--- src/rtl/fetch_unit_if.sv ---
// Signal bundle between the fetch stage, its instruction memory, the hazard/branch logic
// and the IF/ID pipeline register. The master side is the fetch unit itself.
interface fetch_unit_if;
  logic        stall;
  logic        br_taken;
  logic [63:0] br_target;
  logic [31:0] imem_rdata;
  logic [63:0] imem_addr;
  logic [63:0] pc;
  logic [31:0] ifid_instr;
  logic [63:0] ifid_pc;
  logic        ifid_write;
  logic        ifid_flush;
  logic [31:0] fetch_count;
  logic [1:0]  state_dbg;

  // No valid/ready pair here: the IF/ID register takes ifid_* on a clk edge when
  // ifid_write=1, clears on ifid_flush=1, and holds otherwise. The two never coincide.
  modport master (
    input  stall, br_taken, br_target, imem_rdata,
    output imem_addr, pc, ifid_instr, ifid_pc, ifid_write, ifid_flush, fetch_count, state_dbg
  );

  modport slave (
    output stall, br_taken, br_target, imem_rdata,
    input  imem_addr, pc, ifid_instr, ifid_pc, ifid_write, ifid_flush, fetch_count, state_dbg
  );
endinterface

--- src/rtl/fetch_unit.sv ---
// Instruction-fetch stage: owns the PC, drives the combinational instruction memory and
// sequences advance, load-use stall and taken-branch redirect with a flush window.
module fetch_unit #(
  parameter logic [63:0] RESET_PC     = 64'h0,
  parameter int unsigned FLUSH_CYCLES = 1
) (
  input logic          clk,
  input logic          reset,
  fetch_unit_if.master bus
);

  typedef enum logic [1:0] {
    BOOT  = 2'd0,
    RUN   = 2'd1,
    FLUSH = 2'd2
  } state_e;

  // Remaining bubbles after the redirect cycle itself.
  localparam logic [3:0] FLUSH_RELOAD = 4'(FLUSH_CYCLES - 1);

  state_e      state_q, state_d;
  logic [63:0] pc_q, pc_d;
  logic [3:0]  cnt_q, cnt_d;
  logic [31:0] count_q, count_d;
  logic        write_c, flush_c;

  always_ff @(posedge clk) begin
    if (reset) begin
      state_q <= BOOT;
      pc_q    <= RESET_PC;
      cnt_q   <= 4'd0;
      count_q <= 32'd0;
    end else begin
      state_q <= state_d;
      pc_q    <= pc_d;
      cnt_q   <= cnt_d;
      count_q <= count_d;
    end
  end

  always_comb begin
    state_d = state_q;
    pc_d    = pc_q;
    cnt_d   = cnt_q;
    count_d = count_q;
    write_c = 1'b0;
    flush_c = 1'b0;
    case (state_q)
      BOOT: begin
        flush_c = 1'b1;
        state_d = RUN;
      end
      RUN, FLUSH: begin
        if (bus.br_taken) begin
          // A redirect wins over stall and restarts the flush window, even mid-flush.
          flush_c = 1'b1;
          pc_d    = {bus.br_target[63:2], 2'b00};
          if (FLUSH_CYCLES <= 1) begin
            state_d = RUN;
            cnt_d   = 4'd0;
          end else begin
            state_d = FLUSH;
            cnt_d   = FLUSH_RELOAD;
          end
        end else if (state_q == FLUSH) begin
          flush_c = 1'b1;
          cnt_d   = cnt_q - 4'd1;
          if (cnt_q <= 4'd1) begin
            state_d = RUN;
          end
        end else if (!bus.stall) begin
          write_c = 1'b1;
          pc_d    = pc_q + 64'd4;
          count_d = count_q + 32'd1;
        end
      end
      default: begin
        flush_c = 1'b1;
        state_d = BOOT;
      end
    endcase
  end

  assign bus.pc          = pc_q;
  assign bus.imem_addr   = pc_q;
  assign bus.ifid_pc     = pc_q;
  assign bus.ifid_instr  = bus.imem_rdata;
  assign bus.ifid_write  = write_c;
  assign bus.ifid_flush  = flush_c;
  assign bus.fetch_count = count_q;
  assign bus.state_dbg   = state_q;

  a_write_flush_exclusive: assert property (@(posedge clk) !(write_c && flush_c));

endmodule

--- src/flat_wrapper.sv ---
// flat-port wrapper written by rule: the top's interface ports become plain ports
module fetch_unit_flat 
#(
  parameter logic [63:0] RESET_PC     = 64'h0,
  parameter int unsigned FLUSH_CYCLES = 1
)
  (clk, reset, bus_stall, bus_br_taken, bus_br_target, bus_imem_rdata, bus_imem_addr, bus_pc, bus_ifid_instr, bus_ifid_pc, bus_ifid_write, bus_ifid_flush, bus_fetch_count, bus_state_dbg);
  fetch_unit_if bus_i ();
  input logic clk;
  input logic reset;
  input wire logic [$bits(bus_i.stall)-1:0] bus_stall;
  input wire logic [$bits(bus_i.br_taken)-1:0] bus_br_taken;
  input wire logic [$bits(bus_i.br_target)-1:0] bus_br_target;
  input wire logic [$bits(bus_i.imem_rdata)-1:0] bus_imem_rdata;
  output wire logic [$bits(bus_i.imem_addr)-1:0] bus_imem_addr;
  output wire logic [$bits(bus_i.pc)-1:0] bus_pc;
  output wire logic [$bits(bus_i.ifid_instr)-1:0] bus_ifid_instr;
  output wire logic [$bits(bus_i.ifid_pc)-1:0] bus_ifid_pc;
  output wire logic [$bits(bus_i.ifid_write)-1:0] bus_ifid_write;
  output wire logic [$bits(bus_i.ifid_flush)-1:0] bus_ifid_flush;
  output wire logic [$bits(bus_i.fetch_count)-1:0] bus_fetch_count;
  output wire logic [$bits(bus_i.state_dbg)-1:0] bus_state_dbg;
  assign bus_i.stall = bus_stall;
  assign bus_i.br_taken = bus_br_taken;
  assign bus_i.br_target = bus_br_target;
  assign bus_i.imem_rdata = bus_imem_rdata;
  assign bus_imem_addr = bus_i.imem_addr;
  assign bus_pc = bus_i.pc;
  assign bus_ifid_instr = bus_i.ifid_instr;
  assign bus_ifid_pc = bus_i.ifid_pc;
  assign bus_ifid_write = bus_i.ifid_write;
  assign bus_ifid_flush = bus_i.ifid_flush;
  assign bus_fetch_count = bus_i.fetch_count;
  assign bus_state_dbg = bus_i.state_dbg;
  fetch_unit #(.RESET_PC(RESET_PC), .FLUSH_CYCLES(FLUSH_CYCLES)) u_core (.clk(clk), .reset(reset), .bus(bus_i));
endmodule
--- config.mk ---
export PLATFORM = sky130hd
export DESIGN_NAME = fetch_unit_flat
export DESIGN_NICKNAME = d
export VERILOG_FILES = /design/src/rtl/fetch_unit_if.sv /design/src/rtl/fetch_unit.sv /design/src/flat_wrapper.sv
export SDC_FILE = /design/constraint.sdc
export NUM_CORES = 1
export LEC_CHECK = 0
export BUFFER_PORTS_ARGS = -buffer_cell sky130_fd_sc_hd__buf_2
export CORE_AREA = 2 2 141 143
export CTS_CLUSTER_DIAMETER = 80
export DETAILED_ROUTE_END_ITERATION = 7
export DIE_AREA = 0 0 143 145
export PLACE_DENSITY = 0.67
export REMOVE_ABC_BUFFERS = 1
export SYNTH_ARGS = -nofsm -noshare
export SYNTH_HDL_FRONTEND = slang
export SYNTH_SLANG_ARGS = --single-unit
--- constraint.sdc ---
create_clock -name clk -period 4.7 [get_ports clk]
set_input_delay 0.47 -clock clk [delete_from_list [all_inputs] [get_ports clk]]
set_output_delay 0.47 -clock clk [all_outputs]
set_load 0.005 [all_outputs]
==> impl_metrics.toml <==
[grt]
grt_max_degree = 77
grt.total_usage_pct = 24.00
overflow = 0
grt_pass1_wl_um = 38370
antenna_found_initial = 2
grt_pass1_vias = 6481

[die]
dieArea_um2 = 20740
dieHeight_um = 145
core_area_um2 = 19210
num_rows = 51
die_w_um = 143
io_pins = 360
start_util_pct = 37.25

[power]
p_sw_mw = 0.6364
ir_worst_vdd_mv = 0.1840
clkPwrFrac_pct = 37.7
p_leak_nw = 3.409
p_int_mw = 1.358
power_frac_comb_pct = 15.7
power_density_nw_per_um2 = 252.8
switching_share_pct = 31.91
seq_power_share_pct = 46.6

[cells_and_area]
drive_above_1_share_pct = 31.68
final_cells = 1316
fillers = 1965
layout_common_cells = "buf_2, dfxtp_1, nand2_1, nor2_1, a21oi_1"
fin_nets = 1148
area_growth_pct = 10.27
final_area_um2 = 7889
fin_util_pct = 41.07
diodes = 0
final_common_cell = "buf_2"

[sta]
max_freq_ghz = 0.3300
setup_tns_ps = 0
tightest_slew_ps = 1107
rsz0062_at_grt = "false"
hold_viol_final = 0
finalCriticalPeriod_ps = 3030
worst_hold_slack_ps = 368.4
finalCritPeriodShare_pct = 64.47
slew-limit-headroom_pct = 26.18
fin_skew_ps = 10.13
finalSetupViolations = 0
drv_slew = 0

[setup_path]
cp.arrival_ps = 3310
endpoint_kind = "flip-flop"
worstPathMaxFanout = 9
path_cells = "ha_1, nand4_2, or4_4, or4b_4, or4b_1, a31oi_1"
worstSetupStartpointType = "flip-flop"
cp.required_ps = 4980
max_stage_delay_ps = 640
cp_slowest_cell = "or4_4"
worstSetupPathType = "flip-flop to flip-flop"

[clock_network]
cts_num_sinks = 95
cts_resized = 0
cts_hold_buf = 0
postCtsSetupBuffers = 0
h-tree-depth = 3
numCtsBuffers = 9
clk_pin_slew_worst_paths_ps = 80
insertion_delay_ps = 360
cts_tree = "yes"
cts.path.max_buffers = 2
cts-root-buf = "clkbuf_16"

[place]
hpwl_um = 19150
dp.cells = 1300
place_area_um2 = 7597
gp_congestion = 0.8574
portBuffers = 286

[routing]
firstDrtPassIters = 5
vias = 7589
totalWireLength_um = 26260
ant_nets = 0
drtIter0Drc = 583
viasPerCell = 5.767
routedWlPerCell_um = 19.96
remaining_drc_errors = 0

[logic_synthesis]
ys_ff_latch = 95
async_reset_ff_share_pct = 0
avgSynthCellArea_um2 = 7.507
synth_edf_count = 0
synth_ff_type = "dfxtp_1"
netlist_instances = 953
netlist_area_um2 = 7154
yosys_warnings = 0
synth.distinct_cells = 67
ys_seq_area_share_pct = 26.58

[worst_hold_path]
hold_class = "input pin to flip-flop"

[run]
cap_violations = 0

[status]
status = "finished, final reports clean"
cell type report:
class / count / area [µm²] / area share (%)
timing repair buffer: 302 / 1551 / 19.67
inverter: 14 / 52.55 / 0.6661
sequential: 95 / 1902 / 24.11
clock buffer: 9 / 225.2 / 2.855
multi-input combinational: 624 / 3760 / 47.66
clock inverter: 7 / 66.31 / 0.8406
tap: 265 / 331.6 / 4.203
Yosys cell counts (3+ instances only):
library cell  instances  area [µm²]
mux2i_1              11       110.1
nand3_1              47       235.2
clkbuf_1             53       198.9
nand2_1              78       292.8
o211ai_1              7       52.55
o311a_1               3       30.03
a32o_1                5       50.05
o31ai_1               7       52.55
nor3b_1               4       30.03
nor3_1               27       135.1
and4_1               17       148.9
inv_1                12       45.04
a211o_1               3       26.28
nor2_1               64       240.2
nor2b_1               3       18.77
a21oi_1              51       255.2
or4_1                15       112.6
a31oi_1              20       125.1
dfxtp_1              95        1902
buf_1                 7       26.28
o22ai_1               7       43.79
a221oi_1              3       26.28
xor2_1                8       70.07
and3_1               26       162.7
or3_1                16       100.1
nand4_1              44       275.3
xnor2_1              18       157.7
nor4_1               24       150.1
o21ai_0              36       180.2
a22o_1                7       61.31
nor4b_1               3       26.28
buf_4               164        1231
a22oi_1              10       75.07
a211oi_1              6       45.04
and2_1                6       37.54
o41ai_1               3       26.28
worst max-delay path: cells and delay by family (launching register included):
kind	cells	cell delay (ps)
flip-flops	1	500
AND/OR/NAND/NOR	4	1980
AO/OA/AOI/OAI	1	160
adder cells (fa/ha/maj)	1	320
per-layer routing:
layer | GRT usage [%] | share of wire [%]
met3 | 8.845 | 12
met1 | 32.88 | 43
met5 | 3.759 | 0.39
met2 | 36.03 | 44
met4 | 4.307 | 0.95
final timing paths:
kind	startpoint	to	slack [ps]	depth (start not counted)
worst max register to register	u_core.bus.ifid_pc[3]$_SDFFE_PP0P_	u_core.bus.ifid_pc[44]$_SDFFE_PP0P_	1670	6
worst max-delay path	u_core.bus.ifid_pc[3]$_SDFFE_PP0P_	u_core.bus.ifid_pc[44]$_SDFFE_PP0P_	1670	6
worst min register to register	u_core.bus.fetch_count[7]$_SDFFE_PP0P_	u_core.bus.fetch_count[7]$_SDFFE_PP0P_	510	2
worst min-delay path	bus_br_target[23]	u_core.bus.ifid_pc[23]$_SDFFE_PP0P_	370	3
kinds of logic (layout without fill, tap and decap cells):
logic type	Yosys count	count (layout)	synth area share [%]
adder cells (fa/ha/maj)	2	2	0.3497
AO/OA/AOI/OAI	190	190	17.44
other	1	7	0.05242
AND/OR/NAND/NOR	387	387	29.47
multiplexers	12	12	1.696
buffers and inverters	240	332	21.23
XOR/XNOR	26	26	3.183
flip-flops	95	95	26.58
power groups by stage:
| stage | Clock [mW] | Combinational (mW) | Sequential [mW] |
|---|---|---|---|
| floorplan | 0 | 0.107 | 0.938 |
| global placement | 0 | 0.311 | 0.945 |
| detailed placement | 0 | 0.313 | 0.947 |
| CTS | 0.765 | 0.314 | 0.928 |
| global route | 0.797 | 0.343 | 0.939 |
| finish | 0.751 | 0.313 | 0.930 |
flip-flops by register name, indices dropped and copies added (netlist names):
| name | count |
|---|---|
| u_core.bus.fetch_count | 32 |
| u_core.bus.ifid_pc | 62 |
| u_core.bus.state_dbg | 1 |
per-stage QoR:
step	power [mW]	setup slack, ps
6_report	1.994	1670
3_5_place_dp	1.260	1705
4_1_cts	2.007	1682
3_3_place_gp	1.256	1727
2_1_floorplan	1.045	1631
5_1_grt	2.079	1535
(Power assumes the default switching activity.)
